<file path="src/rtl/rr_arbiter8.sv">
// rr_arbiter8 -- 8-requester round-robin arbiter with a per-ownership hold limit.
//
// Ports:
//   clk          single clock, all state updates on the rising edge
//   rst          synchronous, active-high reset
//   req[7:0]     per-requester request, bit i = requester i
//   lock         (only with RR_ARB_LOCK_EN) suppresses hold-limit expiry while
//                the owner keeps requesting
//   grant[7:0]   registered one-hot grant, all-zero when idle
//   grant_id     registered binary index of the owner, meaningful when grant_valid=1
//   grant_valid  registered, high while a grant is held
//   expire       registered one-cycle pulse, high together with the first cycle
//                of a grant that was forced by the hold limit
//
// Parameter MAX_HOLD (1..255): maximum consecutive grant cycles per ownership.
// Optional feature macro: RR_ARB_LOCK_EN (adds the lock input).

module rr_arbiter8 #(
  parameter int unsigned MAX_HOLD = 8
) (
  input  logic       clk,
  input  logic       rst,
  input  logic [7:0] req,
`ifdef RR_ARB_LOCK_EN
  input  logic       lock,
`endif
  output logic [7:0] grant,
  output logic [2:0] grant_id,
  output logic       grant_valid,
  output logic       expire
);

  typedef enum logic {S_IDLE, S_GRANT} state_t;

  localparam logic [7:0] HOLD_LAST = 8'(MAX_HOLD - 1);

  state_t     r_state, w_state_n;
  logic [2:0] r_ptr, w_ptr_n;
  logic [2:0] r_id, w_id_n;
  logic [7:0] r_hold, w_hold_n;
  logic [7:0] r_grant;
  logic       r_valid, w_valid_n;
  logic       r_expire, w_expire_n;

  logic       w_lock;
  logic [7:0] w_owner_bit;
  logic       w_owner_req;
  logic       w_at_limit;
  logic [7:0] w_cand;
  logic [2:0] w_idx;
  logic [2:0] w_sel_id;
  logic       w_found;

`ifdef RR_ARB_LOCK_EN
  assign w_lock = lock;
`else
  assign w_lock = 1'b0;
`endif

  assign w_owner_bit = 8'h01 << r_id;
  assign w_owner_req = |(req & w_owner_bit);
  assign w_at_limit  = (r_hold == HOLD_LAST);

  // Candidate set: on an expiry the current owner is excluded so the scan
  // (which starts at owner+1) lands on the next distinct requester.
  always_comb begin
    w_cand = req;
    if (r_state == S_GRANT && w_owner_req && w_at_limit && !w_lock)
      w_cand = req & ~w_owner_bit;
  end

  // Rotating priority scan: ptr, ptr+1, ... wrapping modulo 8.
  always_comb begin
    w_found  = 1'b0;
    w_sel_id = '0;
    w_idx    = '0;
    for (int unsigned k = 0; k < 8; k++) begin
      w_idx = r_ptr + 3'(k);
      if (!w_found && w_cand[w_idx]) begin
        w_found  = 1'b1;
        w_sel_id = w_idx;
      end
    end
  end

  always_comb begin
    w_state_n  = r_state;
    w_ptr_n    = r_ptr;
    w_id_n     = r_id;
    w_hold_n   = r_hold;
    w_valid_n  = r_valid;
    w_expire_n = 1'b0;
    unique case (r_state)
      S_IDLE: begin
        if (w_found) begin
          w_state_n = S_GRANT;
          w_id_n    = w_sel_id;
          w_hold_n  = '0;
          w_ptr_n   = w_sel_id + 3'd1;
          w_valid_n = 1'b1;
        end
      end
      S_GRANT: begin
        if (w_owner_req) begin
          if (!w_at_limit) begin
            w_hold_n = r_hold + 8'd1;
          end else if (w_lock) begin
            w_hold_n = r_hold;
          end else if (w_found) begin
            w_id_n     = w_sel_id;
            w_hold_n   = '0;
            w_ptr_n    = w_sel_id + 3'd1;
            w_expire_n = 1'b1;
          end else begin
            w_hold_n = '0;
            w_ptr_n  = r_id + 3'd1;
          end
        end else if (w_found) begin
          w_id_n   = w_sel_id;
          w_hold_n = '0;
          w_ptr_n  = w_sel_id + 3'd1;
        end else begin
          w_state_n = S_IDLE;
          w_valid_n = 1'b0;
          w_hold_n  = '0;
        end
      end
      default: begin
        w_state_n = S_IDLE;
        w_valid_n = 1'b0;
      end
    endcase
  end

  always_ff @(posedge clk) begin
    if (rst) begin
      r_state  <= S_IDLE;
      r_ptr    <= '0;
      r_id     <= '0;
      r_hold   <= '0;
      r_valid  <= 1'b0;
      r_expire <= 1'b0;
      r_grant  <= '0;
    end else begin
      r_state  <= w_state_n;
      r_ptr    <= w_ptr_n;
      r_id     <= w_id_n;
      r_hold   <= w_hold_n;
      r_valid  <= w_valid_n;
      r_expire <= w_expire_n;
      r_grant  <= w_valid_n ? (8'h01 << w_id_n) : '0;
    end
  end

  assign grant       = r_grant;
  assign grant_id    = r_id;
  assign grant_valid = r_valid;
  assign expire      = r_expire;

endmodule

</file>
<file path="config.mk">
export PLATFORM = sky130hd
export DESIGN_NAME = rr_arbiter8
export DESIGN_NICKNAME = d
export VERILOG_FILES = /design/src/rtl/rr_arbiter8.sv
export SDC_FILE = /design/constraint.sdc
export NUM_CORES = 1
export LEC_CHECK = 0
export BUFFER_PORTS_ARGS = -buffer_cell sky130_fd_sc_hd__buf_2
export CORE_UTILIZATION = 55
export DETAILED_ROUTE_END_ITERATION = 16
export PLACE_DENSITY_LB_ADDON = 0.12
export SLEW_MARGIN = 20
export SYNTH_ARGS = -nofsm -noshare
export SYNTH_HDL_FRONTEND = slang
export SYNTH_SLANG_ARGS = --single-unit
</file>
<file path="constraint.sdc">
create_clock -name clk -period 10.71 [get_ports clk]
set_input_delay 0.5355 -clock clk [delete_from_list [all_inputs] [get_ports clk]]
set_output_delay 0.5355 -clock clk [all_outputs]
set_load 0.01 [all_outputs]
</file>
### Word-level counts from Yosys, hierarchy flattened

Cells that the tools add are included.

* register bits after elaboration: 25
* input bits: 10
* output and inout port bits: 13
* word-level logic and storage cells: 109

* $add $sub $neg: 10
* magnitude comparators: 8
* equal/unequal tests: 3
* shift operators: 2
* mux-type cells: 53
* bitwise logic cells: 7
* reduce and logical (&&, ||, !) cells: 19

Operators by type and width (number)
* 2-to-1 mux 3 bit: 15
* less-than comparator 3 x 4 -> 1 bit (second input constant): 8
* 2-to-1 mux 8 bit: 4
* binary-select mux 1 bit (select 3 bit): 8
* 2-to-1 mux 1 bit: 21
* AND 8 bit: 2
* one-hot mux 8 bit (2 select lines): 1
* << shifter 1 x 3 -> 8 bit (first input constant): 2
* adder 3 bit (second input constant): 4
* one-hot mux 3 bit (2 select lines): 2
* adder 3 x 1 -> 3 bit (second input constant): 3
* logical AND 1 bit: 9
* adder 8 x 1 -> 8 bit (second input constant): 1
* equality test 8 x 3 -> 1 bit (second input constant): 1
* inverter 8 bit: 1
* OR reduction 8 bit: 1
* logical NOT 1 bit: 7
* adder 3 x 2 -> 3 bit (second input constant): 2
* inverter 1 bit: 4
* one-hot mux 1 bit (2 select lines): 2
* OR reduction 4 bit: 1
* inequality test 3 x 2 -> 1 bit (second input constant): 1
* inequality test 2 bit (second input constant): 1
* OR reduction 2 bit: 1

### Longest topological paths before layout

* depth after elaboration: 35
* depth in mapped cells: 17
* mapped depth without buffers: 15

### Worst setup path before layout

OpenSTA, ideal clock, no wires.

* kind: register to register
* start: register r_id[0], in the netlist grant_id[0]
* end: register r_ptr[2]
* library setup time: 0.074 ns
* data arrival time: 3.617 ns
* data required time: 10.636 ns
* setup slack: 7.018 ns
* cell stages (with the launch flop): 18
* path buffers: 2
* period minus slack after synthesis: 3.692 ns
* cells stage by stage: dfxtp_1 -> inv_1 -> ha_1 -> a222oi_1 -> mux2i_1 -> buf_4 -> a21oi_2 -> o22ai_1 -> and4bb_1 -> nor3_4 -> buf_6 -> a32oi_1 -> o2111ai_1 -> nand2_1 -> o21ai_0 -> ha_1 -> or3_1 -> a31oi_1

* word-level cells in the longest chain between the ends: 35

RTL lines
* start: declaration: line 39 `logic [2:0] r_id, w_id_n;`
* start signal: assignment: line 147 `r_id <= w_id_n;`
* << shifter 1 x 3 -> 8 bit: line 60 `assign w_owner_bit = 8'h01 << r_id;`
* AND 8 bit: line 61 `assign w_owner_req = |(req & w_owner_bit);`
* OR reduction 8 bit: line 61
* logical AND 1 bit (2 in a row): line 68 `if (r_state == S_GRANT && w_owner_req && w_at_limit && !w_lock)`
* 2-to-1 mux 8 bit: line 68
* binary-select mux 1 bit (select 3 bit): line 79 `if (!w_found && w_cand[w_idx]) begin`
* 2-to-1 mux 1 bit (not written as such): line 79
* 2-to-1 mux 1 bit: line 79
* [18 not listed]
* logical NOT 1 bit: line 79
* logical AND 1 bit: line 79
* 2-to-1 mux 3 bit: line 79
* adder 3 x 1 -> 3 bit: line 99, 112, 121
* 2-to-1 mux 3 bit: line 109 `end else if (w_found) begin`
* 2-to-1 mux 3 bit: line 105 `if (!w_at_limit) begin`
* 2-to-1 mux 3 bit: line 104 `if (w_owner_req) begin`
* one-hot mux 3 bit (2 select lines): line 93 `unique case (r_state)`
* end signal: assignment: line 146 `r_ptr <= w_ptr_n;`
* end: declaration: line 38 `logic [2:0] r_ptr, w_ptr_n;`

Parallel ways exist; a longest one is shown, timed or not. The select of a mux whose other input is x is not followed.
A chain may end at the register's enable or synchronous reset.

### Final worst setup path

* start: register r_ptr[0]
* end: register r_ptr[2]

* word-level cells in the longest chain between the ends: 29

RTL lines (line)
* branches (longest 28 deep; another with adder 3 x 1 -> 3 bit)
* one-hot mux 3 bit (2 select lines) *: 93

Every way passes the cells marked *. The select of a mux whose other input is x is not followed.

==> metrics.md <==
| Metric | Value |
|---|---|
| Status | complete, no violations |
| TritonCTS Buffers | 3 |
| Total die area | 5110 um2 |
| CP endpoint kind | flip-flop |
| Hold crit path type | reg2reg |
| Residual DRC | 0 |
| Worst Skew | 0.00300 ns |
| Worst-Skew Late Latency | 0.27 ns |
| Buffers on Ports | 22 |
| Max cap viols | 0 |
| Setup bufs post-CTS | 0 |
| Fin. max-slew vios | 0 |
| Final Hold Vio Count | 0 |
| Critical hold path startpoint | r_hold[7]$_SDFFE_PP0P_ |
| Clock Pin Slew Worst Setup and Hold Paths | 0.09 ns |
| Layout overhead on the synthesized area | 4.85% |
| Post-route insts no fill | 398 |
| Ports | 23 |
| Longest Clk Path Bufs | 2 |
| Setup CP Type | reg2reg |
| Initial core utilization | 59.0% |
| WL per Instance | 18.9 um |
| Crit. Startpoint | r_ptr[0]$_SDFFE_PP0P_ |
| Setup WS pre-CTS | 5.70 ns |
| Multi-input logic area | 2010 um2 |
| Storage cell area | 500 um2 |
| RePlAce Congestion | 0.973 |
| Seq cells post-synth | 25 |
| Number of global-route vias before repair | 2,525 |
| Yosys Warn Count | 0 |
| Dominant synthesized flop cell | dfxtp_1 |
| Power per cell area | 305 nW/um2 |
| Sequential share of the synthesized area | 18.8% |
| Post-Place Cells | 394 |
| Initial antenna violation count | 0 |
| Core Util, Final | 61.9% |
| Average size of a mapped cell | 7.91 um2 |
| Synth area leaders | dfxtp_1 19%, nor2_1 4.8%, ha_1 4.7% |
| Clk sink count | 25 |
| Post-DP HPWL | 5600 um |
| Slew headroom | 37.7% |
| Final period util | 48.4% |
| Vias | 2,797 |
| Total gr overflow | 0 |
| Static leakage | 1.02 nW |
| Chip height | 71.5 um |
| Crit path cell chain | clkinv_1, ha_1, clkinv_1, and2_1, a2111o_1, and4bb_1, nor3_4, and3_2, a32oi_1, nand2_1, o21ai_0, ha_1, or3_1, a31oi_1 |
| Delay-heaviest family, CP | simple AND/OR/NAND/NOR gates |
| CP Data Arrival Time | 5.39 ns |
| Setup tns final | 0 ns |
| CTS tree | built |
| 1st-pass router iterations | 6 |
| Hold_buf cts | 0 |
| Netlist cell types | 84 |
| Startpoint types | flip-flop |
| Critical path required time | 10.91 ns |
| First-pass GRT wire length | 12,300 um |
| Syn Inst Count | 336 |
| Nets | 367 |
| PostCTS Resize Cnt | 0 |
| CP max-delay cell | dfxtp_1 |
| CTS root buf | clkbuf_8 |
| Endpoints failing setup | 0 |
| Yosys top cell by area | dfxtp_1 |
| Post-synth EDFFs | 0 |
| Number of DRC markers in iteration 0 | 298 |
| N_diodes | 0 |
| Via density | 7.03 |
| Fill cell count | 416 |
| Row count | 24 |
| Cell Area, Synth | 2660 um2 |
| Tmin final | 5.19 ns |
| Share of layout cells above drive strength 1 | 18.8% |
| Slew at the pin with the worst max-slew slack | 0.934 ns |
| Htree depth | 1 |
| CP Max Fanout | 28 |
| Worst reg2reg path startpoint | r_ptr[0]$_SDFFE_PP0P_ |
| Antenna-violating nets left | 0 |
| Worst setup margin | 5.52 ns |
| Final WL | 7510 um |
| Die width | 71.5 um |
| Largest net degree at the start of global routing | 29 |
| VDD IR max | 0.205 mV |
| Core area | 4500 um2 |
| Unrepaired setup endpoints after global routing | no |
| Max incr delay on CP | 0.94 ns |
| Synth top area share | 18.8% |
| CP bufs+invs | 2 |
| Fmax | 193 MHz |
| Gr usage total | 30.1% |
| Syn nets | 356 |
| Async SR Flop Fraction | 0% |
-- power by group --
| group | leakage (nW) | switching [mW] | internal [mW] |
|---|---|---|---|
| Clock | 0.0217 | 0.0308 | 0.0264 |
| Combinational | 0.798 | 0.397 | 0.246 |
| Sequential | 0.204 | 0.0382 | 0.112 |
| Total | 1.02 | 0.466 | 0.384 |
-- metrics by stage --
step	hold slack (ns)	total power, mW	instance area, um2
after floorplan	0.466	0.654	2660
after global placement	0.488	0.769	2740
after detailed placement	0.506	0.775	2740
after CTS	0.518	0.833	2790
after global routing	0.558	0.910	2790
final	0.518	0.850	2790
-- registers in the layout, summed over array words and instances, names as in the netlist --
register and count:
r_hold 8, r_state 1, expire 1, grant_valid 1, grant 8, r_ptr 3
grant_id 3
-- final cells by class --
class                   instances  share of cell area, %
flip-flops and latches         25                   18.0
clock buffers                   3                   1.48
well taps                      52                   2.33
multi-input cells             282                   72.1
inverters                      12                   1.62
clock inverters                 1                  0.269
repair buffers                 23                   4.22
-- path summary, 6_finish.rpt --
path	to	slack, ns	depth (start not counted)
setup / recovery	r_ptr[2]$_SDFFE_PP0P_	5.52	14
hold / removal	r_hold[7]$_SDFFE_PP0P_	0.52	2
hold reg to reg	r_hold[7]$_SDFFE_PP0P_	0.52	2
setup reg to reg	r_ptr[2]$_SDFFE_PP0P_	5.52	14
-- layout by cell type (no fill, tap or decap), types with 9 or more instances in the layout --
cell      Yosys  routed
a211oi_1     10      10
ha_1         10      10
nand3_1      11      11
dfxtp_1      25      25
buf_2         1      22
a21oi_1      19      19
o21ai_0      21      21
inv_1         9       9
nor2_1       34      34
nand2_1      23      23
-- synth_stat cells (all sizes together) (6+ instances only) --
master,n
nand2b,8
clkbuf,7
inv,9
nor2,34
nand3,13
o41ai,6
ha,10
a21oi,23
dfxtp,25
a211oi,10
o21ai,22
and3,7
nor3,12
buf,10
and2,7
nand2,23
a31oi,9
o22ai,7
-- worst register-to-register path: cells and delay by family, from the launching register on --
family | cells | cell delay [ns]
buffers and inverters | 2 | 0.93
AOI/OAI and AO/OA | 4 | 0.70
DFF | 1 | 0.94
adders and majority gates | 2 | 0.96
and+or+nand+nor | 6 | 1.57
-- logic make-up after synthesis --
family	after synthesis	synth area share, %
AOI/OAI and AO/OA	128	37.8
buffers and inverters	29	5.56
DFF	25	18.8
and+or+nand+nor	134	28.9
adders and majority gates	10	4.71
muxes	8	3.58
xor gates and xnor gates	2	0.659
-- metal layers --
layer	routed length (um)	vias up	global-route usage [%]
li1	-	1334	-
met1	3380	1333	39.7
met2	3640	116	52.2
met3	325	14	1.83
met4	172	0	11.1
met5	0	-	0
Note: power is estimated with default switching activity, not from simulation.
